==> config.mk <==
export PLATFORM = sky130hd
export DESIGN_NAME = keypad_scan_16
export DESIGN_NICKNAME = d
export VERILOG_FILES = /design/src/rtl/keypad_scan_16.sv
export SDC_FILE = /design/constraint.sdc
export NUM_CORES = 1
export LEC_CHECK = 0
export CAP_MARGIN = 20
export CORE_ASPECT_RATIO = 0.6
export CORE_UTILIZATION = 50
export CTS_CLUSTER_SIZE = 14
export DETAILED_ROUTE_END_ITERATION = 10
export GPL_TIMING_DRIVEN = 0
export HOLD_SLACK_MARGIN = 0.06
export PLACE_DENSITY_LB_ADDON = 0.2
export SLEW_MARGIN = 20
export SYNTH_ARGS = -nofsm -noshare
export SYNTH_HDL_FRONTEND = slang
export SYNTH_SLANG_ARGS = --single-unit
==> constraint.sdc <==
create_clock -name clk -period 10.5 [get_ports clk]
set_input_delay 3.15 -clock clk [delete_from_list [all_inputs] [get_ports clk]]
set_output_delay 3.15 -clock clk [all_outputs]
set_load 0.01 [all_outputs]
==> src/rtl/keypad_scan_16.sv <==
// rtl/keypad_scan_16.sv - 4x4 matrix keypad scanner with debounce and 4-entry FWFT key FIFO
module keypad_scan_16 #(
    parameter int SCAN_DIV   = 1000,
    parameter int DEBOUNCE_N = 4
) (
    input  logic       clk,
    input  logic       rst,
    output logic [3:0] row_o,
    input  logic [3:0] col_i,
    output logic       key_valid,
    output logic [3:0] key_code,
    input  logic       key_rd,
    output logic [2:0] fifo_count,
    output logic       overflow,
    input  logic       ovf_clr,
    output logic       key_held
);

    localparam int              DIV_W    = $clog2(SCAN_DIV);
    localparam logic [DIV_W-1:0] DIV_LAST = DIV_W'(SCAN_DIV - 1);
    localparam logic [3:0]       DEB_MAX  = 4'(DEBOUNCE_N);

    logic [3:0] col_meta;
    logic [3:0] col_sync;

    // Columns idle high through the pull-ups, so reset to "all released".
    always_ff @(posedge clk) begin
        if (!rst) begin
            col_meta <= 4'hF;
            col_sync <= 4'hF;
        end else begin
            col_meta <= col_i;
            col_sync <= col_meta;
        end
    end

    logic [DIV_W-1:0] div;
    logic [1:0]       r;
    logic             sample;

    assign sample = (div == DIV_LAST);

    always_ff @(posedge clk) begin
        if (!rst) begin
            div <= '0;
            r   <= 2'd0;
        end else if (sample) begin
            div <= '0;
            r   <= r + 2'd1;
        end else begin
            div <= div + DIV_W'(1);
        end
    end

    assign row_o = ~(4'b0001 << r);

    logic [15:0] snap;
    logic        frame_done;

    always_ff @(posedge clk) begin
        if (!rst) begin
            snap       <= 16'h0000;
            frame_done <= 1'b0;
        end else begin
            frame_done <= sample && (r == 2'd3);
            if (sample) begin
                snap[{r, 2'b00} +: 4] <= ~col_sync;
            end
        end
    end

    logic [15:0] cand;
    logic [15:0] stable;
    logic [3:0]  dcnt;
    logic        push_chk;
    logic [15:0] cand_nxt;
    logic [3:0]  dcnt_nxt;

    always_comb begin
        cand_nxt = cand;
        dcnt_nxt = dcnt;
        if (snap == cand) begin
            if (dcnt < DEB_MAX) begin
                dcnt_nxt = dcnt + 4'd1;
            end
        end else begin
            cand_nxt = snap;
            dcnt_nxt = 4'd1;
        end
    end

    always_ff @(posedge clk) begin
        if (!rst) begin
            cand     <= 16'h0000;
            stable   <= 16'h0000;
            dcnt     <= 4'd0;
            push_chk <= 1'b0;
        end else begin
            push_chk <= 1'b0;
            if (frame_done) begin
                cand <= cand_nxt;
                dcnt <= dcnt_nxt;
                if ((dcnt_nxt == DEB_MAX) && (cand_nxt != stable)) begin
                    stable   <= cand_nxt;
                    push_chk <= 1'b1;
                end
            end
        end
    end

    assign key_held = |stable;

    logic [3:0] stable_idx;
    logic       one_hot;
    logic [3:0] last_idx;
    logic       last_vld;
    logic       push_req;

    always_comb begin
        stable_idx = 4'd0;
        for (int i = 0; i < 16; i++) begin
            if (stable[i]) begin
                stable_idx = i[3:0];
            end
        end
        one_hot = $onehot(stable);
    end

    // last_idx blocks a repeat of the same key until the stable state has been empty.
    assign push_req = push_chk && one_hot && !(last_vld && (stable_idx == last_idx));

    always_ff @(posedge clk) begin
        if (!rst) begin
            last_idx <= 4'd0;
            last_vld <= 1'b0;
        end else if (push_chk) begin
            if (stable == 16'h0000) begin
                last_vld <= 1'b0;
            end else if (push_req) begin
                last_idx <= stable_idx;
                last_vld <= 1'b1;
            end
        end
    end

    logic [3:0] mem [4];
    logic [1:0] wr_ptr;
    logic [1:0] rd_ptr;
    logic [2:0] count;
    logic [2:0] count_nxt;
    logic [3:0] shown;
    logic       do_pop;
    logic       do_push;
    logic       drop;

    always_comb begin
        do_pop    = key_rd && (count != 3'd0);
        do_push   = push_req && ((count != 3'd4) || do_pop);
        drop      = push_req && (count == 3'd4) && !do_pop;
        count_nxt = count + {2'b00, do_push} - {2'b00, do_pop};
    end

    always_ff @(posedge clk) begin
        if (!rst) begin
            for (int i = 0; i < 4; i++) begin
                mem[i] <= 4'h0;
            end
            wr_ptr    <= 2'd0;
            rd_ptr    <= 2'd0;
            count     <= 3'd0;
            key_valid <= 1'b0;
            shown     <= 4'h0;
            overflow  <= 1'b0;
        end else begin
            if (do_push) begin
                mem[wr_ptr] <= stable_idx;
                wr_ptr      <= wr_ptr + 2'd1;
            end
            if (do_pop) begin
                rd_ptr <= rd_ptr + 2'd1;
            end
            count     <= count_nxt;
            key_valid <= (count_nxt != 3'd0);
            // Remember the head on display so key_code stays put once drained.
            if (count != 3'd0) begin
                shown <= mem[rd_ptr];
            end
            if (drop) begin
                overflow <= 1'b1;
            end else if (ovf_clr) begin
                overflow <= 1'b0;
            end
        end
    end

    assign key_code   = key_valid ? mem[rd_ptr] : shown;
    assign fifo_count = count;

endmodule

==> reports/results.txt <==
Crit path kind: reg2reg
Required time of the worst setup path: 10710 ps
DRC Markers: 0
Setup Fix Bufs, Post-CTS: 0
DR WL/cell: 16.2 um
RSZ-0062 raised after global routing: false
Max-Cap Viols: 0
Number of synthesized register bits: 110
# IOs: 22
Top cells by count, synth: 94 x dfxtp_1, 72 x nor2_1, 41 x inv_1
Fin. max-slew vios: 0
Cell Area, Synth: 5370 um^2
Area grow syn2layout: 12.3%
CP Cell Sequence: clkbuf_1, inv_1, fa_1, inv_1, fa_1, fa_1, inv_1, fa_1, inv_1, ha_1, fa_1, nor3_1, and4_1, o211a_1, inv_1, ha_1, inv_1, ha_1, fa_1, xor2_1, xnor2_1, nor3_1, nor2_1
ANT cells: 0
Slew Limit Headroom: 0.476
Slowest Stage Delay on Critical Path: 510 ps
Post-cts resize count: 0
Slowest-stage cell, CP: fa_1
Post-synth ARST share: 0
Die height: 82.3 um
Remaining Overflow, GRT: 0
Fin. Hold Viols: 0
Die area: 11200 um^2
DRT iter0 DRCs: 418
Post-route minimum period: 5930 ps
CP endpoint kind: flip-flop
Ys Warns: 0
Post-synthesis sequential area ratio: 0.440
Top cell type's share of synthesized area: 0.350
Clk_lat worst skew: 340 ps
CP bufs+invs: 7
Fillers: 898
Drt pass-1 iters: 5
Buffers on Ports: 21
Leakage: 0.00229 uW
Worst slew pin tran: 779 ps
Initial Util: 0.529
Total number of vias: 4132
Synth Flop Type: dfxtp_1
Post-synth top area cell: dfxtp_1
Final setup fails: 0
Max FO, Critical Path: 7
Tcrit/Tclk final: 0.564
DIE WIDTH: 136 um
Ratio of cells with drive above 1 in the final layout: 0.0679
Dpl hpwl: 9.55 mm
Worst path top cell family by delay: adder cells
Post-route ant nets: 0
Most common cell in the netlist: dfxtp_1
CTS Buf Count: 9
Status: finished clean
Core Area: 10200 um^2
Largest net degree at the start of global routing: 18
Gpl congestion: 0.893
Synthesized netlist cell count: 582
Distinct cells, synth: 57
Nets: 648
Routed vias/inst: 5.48
Setup Skew: 7.00 ps
Worst-path clk slew: 70 ps
Cell depth of the worst hold path: 1
Syn_area_per_cell: 9.23 um^2
Syn nets: 616
H-tree depth: 3
# clock sinks: 110
Tot GR Track Use: 0.246
Arrival time worst endpoint: 6140 ps
Worst Reg-to-Reg Cells: 23
Post-CTS Hold Buffers: 0
Max Root-Sink Buffers: 2
WHS: 404 ps
Maximum clock frequency: 0.169 GHz
PD cells: 152 nW/um^2
Final TNS setup: 0 ps
First-pass GRT wire length: 20.7 mm
EDFF count, synth: 16
Number of cell rows: 28
Number of cells on the critical path: 23
Startpoint types: flip-flop
CTS tree: done
Initial antenna violation count: 0
Number of global-route vias before repair: 3998
Clock root cell: clkbuf_16
Worst min path class: reg2reg
WL final: 12.2 mm
Maximum vdd drop: 0.130 mV
Synth area leaders: dfxtp_1 35%, edfxtp_1 8.9%, xnor2_1 6.5%
-- routing by layer --
metal / part of all wire / global-route usage
met1: 0.53 / 0.370
met5: 0 / 0
met2: 0.40 / 0.359
met4: 0.0061 / 0.0528
met3: 0.065 / 0.0507
-- through the flow --
| stage | power (uW) | worst slack (ps) | area (um^2) | utilization | std cells |
|---|---|---|---|---|---|
| 5_1_grt | 965 | 4200 | 6040 | 0.594 | 754 |
| 3_5_place_dp | 609 | 4420 | 5750 | 0.566 | 738 |
| 2_1_floorplan | 560 | 5160 | 5370 | - | 582 |
| 3_3_place_gp | 602 | 4470 | 5750 | 0.566 | 738 |
| 6_report | 919 | 4570 | 6040 | 0.594 | 754 |
| 4_1_cts | 928 | 4590 | 6030 | 0.594 | 754 |
-- flip-flops by register name, indices dropped and copies added, names as in the netlist, 2 cells and up, named ones only --
name,count
wr_ptr,2
rd_ptr,2
cand,16
snap,16
dcnt,4
last_idx,4
fifo_count,3
shown,4
stable,16
r,2
col_sync,4
div,10
col_meta,4
mem,16
-- placed cells by master, fill, tap and decap left out, types with 2 or more instances in the layout --
master / netlist / final
and4_1: 2 / 2
ha_1: 15 / 15
nor2_1: 72 / 72
mux2i_1: 21 / 21
nor4_1: 7 / 7
o31ai_1: 3 / 3
xnor2_1: 40 / 40
and2_1: 6 / 6
o21ai_0: 26 / 26
and3_1: 4 / 4
clkinv_2: 0 / 2
nor3_1: 30 / 30
or2_2: 4 / 4
nand2_1: 34 / 34
nor2b_1: 2 / 2
or3_1: 8 / 8
clkbuf_1: 17 / 19
mux2_2: 4 / 4
nand4_1: 9 / 9
buf_2: 3 / 3
inv_1: 41 / 41
a21oi_1: 28 / 28
o21a_1: 2 / 2
xor2_1: 5 / 5
clkdlybuf4s50_1: 0 / 21
a211oi_1: 2 / 2
fa_1: 11 / 11
clkbuf_16: 0 / 9
buf_1: 3 / 3
edfxtp_1: 16 / 16
o32ai_1: 2 / 2
mux4_2: 4 / 4
dfxtp_1: 94 / 94
buf_6: 2 / 2
nand3_1: 25 / 25
nand2b_1: 15 / 15
-- where the power goes --
| part | leakage, uW | total (uW) | switching [uW] | internal, uW |
|---|---|---|---|---|
| clock network | 0.000139 | 321 | 152 | 170 |
| registers | 0.000933 | 465 | 18.1 | 446 |
| logic | 0.00122 | 133 | 60.4 | 72.9 |
-- final cells by class --
type | count | area, um^2 | share of cell area
Inverter | 42 | 158 | 0.0261
Clock buffer | 12 | 246 | 0.0408
Buffer | 26 | 120 | 0.0199
Sequential cell | 110 | 2360 | 0.391
Tap cell | 135 | 169 | 0.0280
Timing Repair Buffer | 21 | 210 | 0.0348
Multi-Input combinational cell | 404 | 2740 | 0.454
Clock inverter | 4 | 30.0 | 0.00498
-- kinds of logic after synthesis --
family	synth area share
compound gates	0.0929
buf+inv	0.0517
flops	0.440
fa+ha+maj	0.0759
xor+xnor	0.0733
mux	0.0643
simple gates	0.202
-- final timing paths --
kind                     from     endpoint  slack (ps)
hold reg to reg   col_meta[3]  col_sync[3]         400
hold / removal    col_meta[3]  col_sync[3]         400
setup / recovery    stable[9]    key_valid        4570
setup reg to reg    stable[9]    key_valid        4570
(Power assumes the default switching activity.)
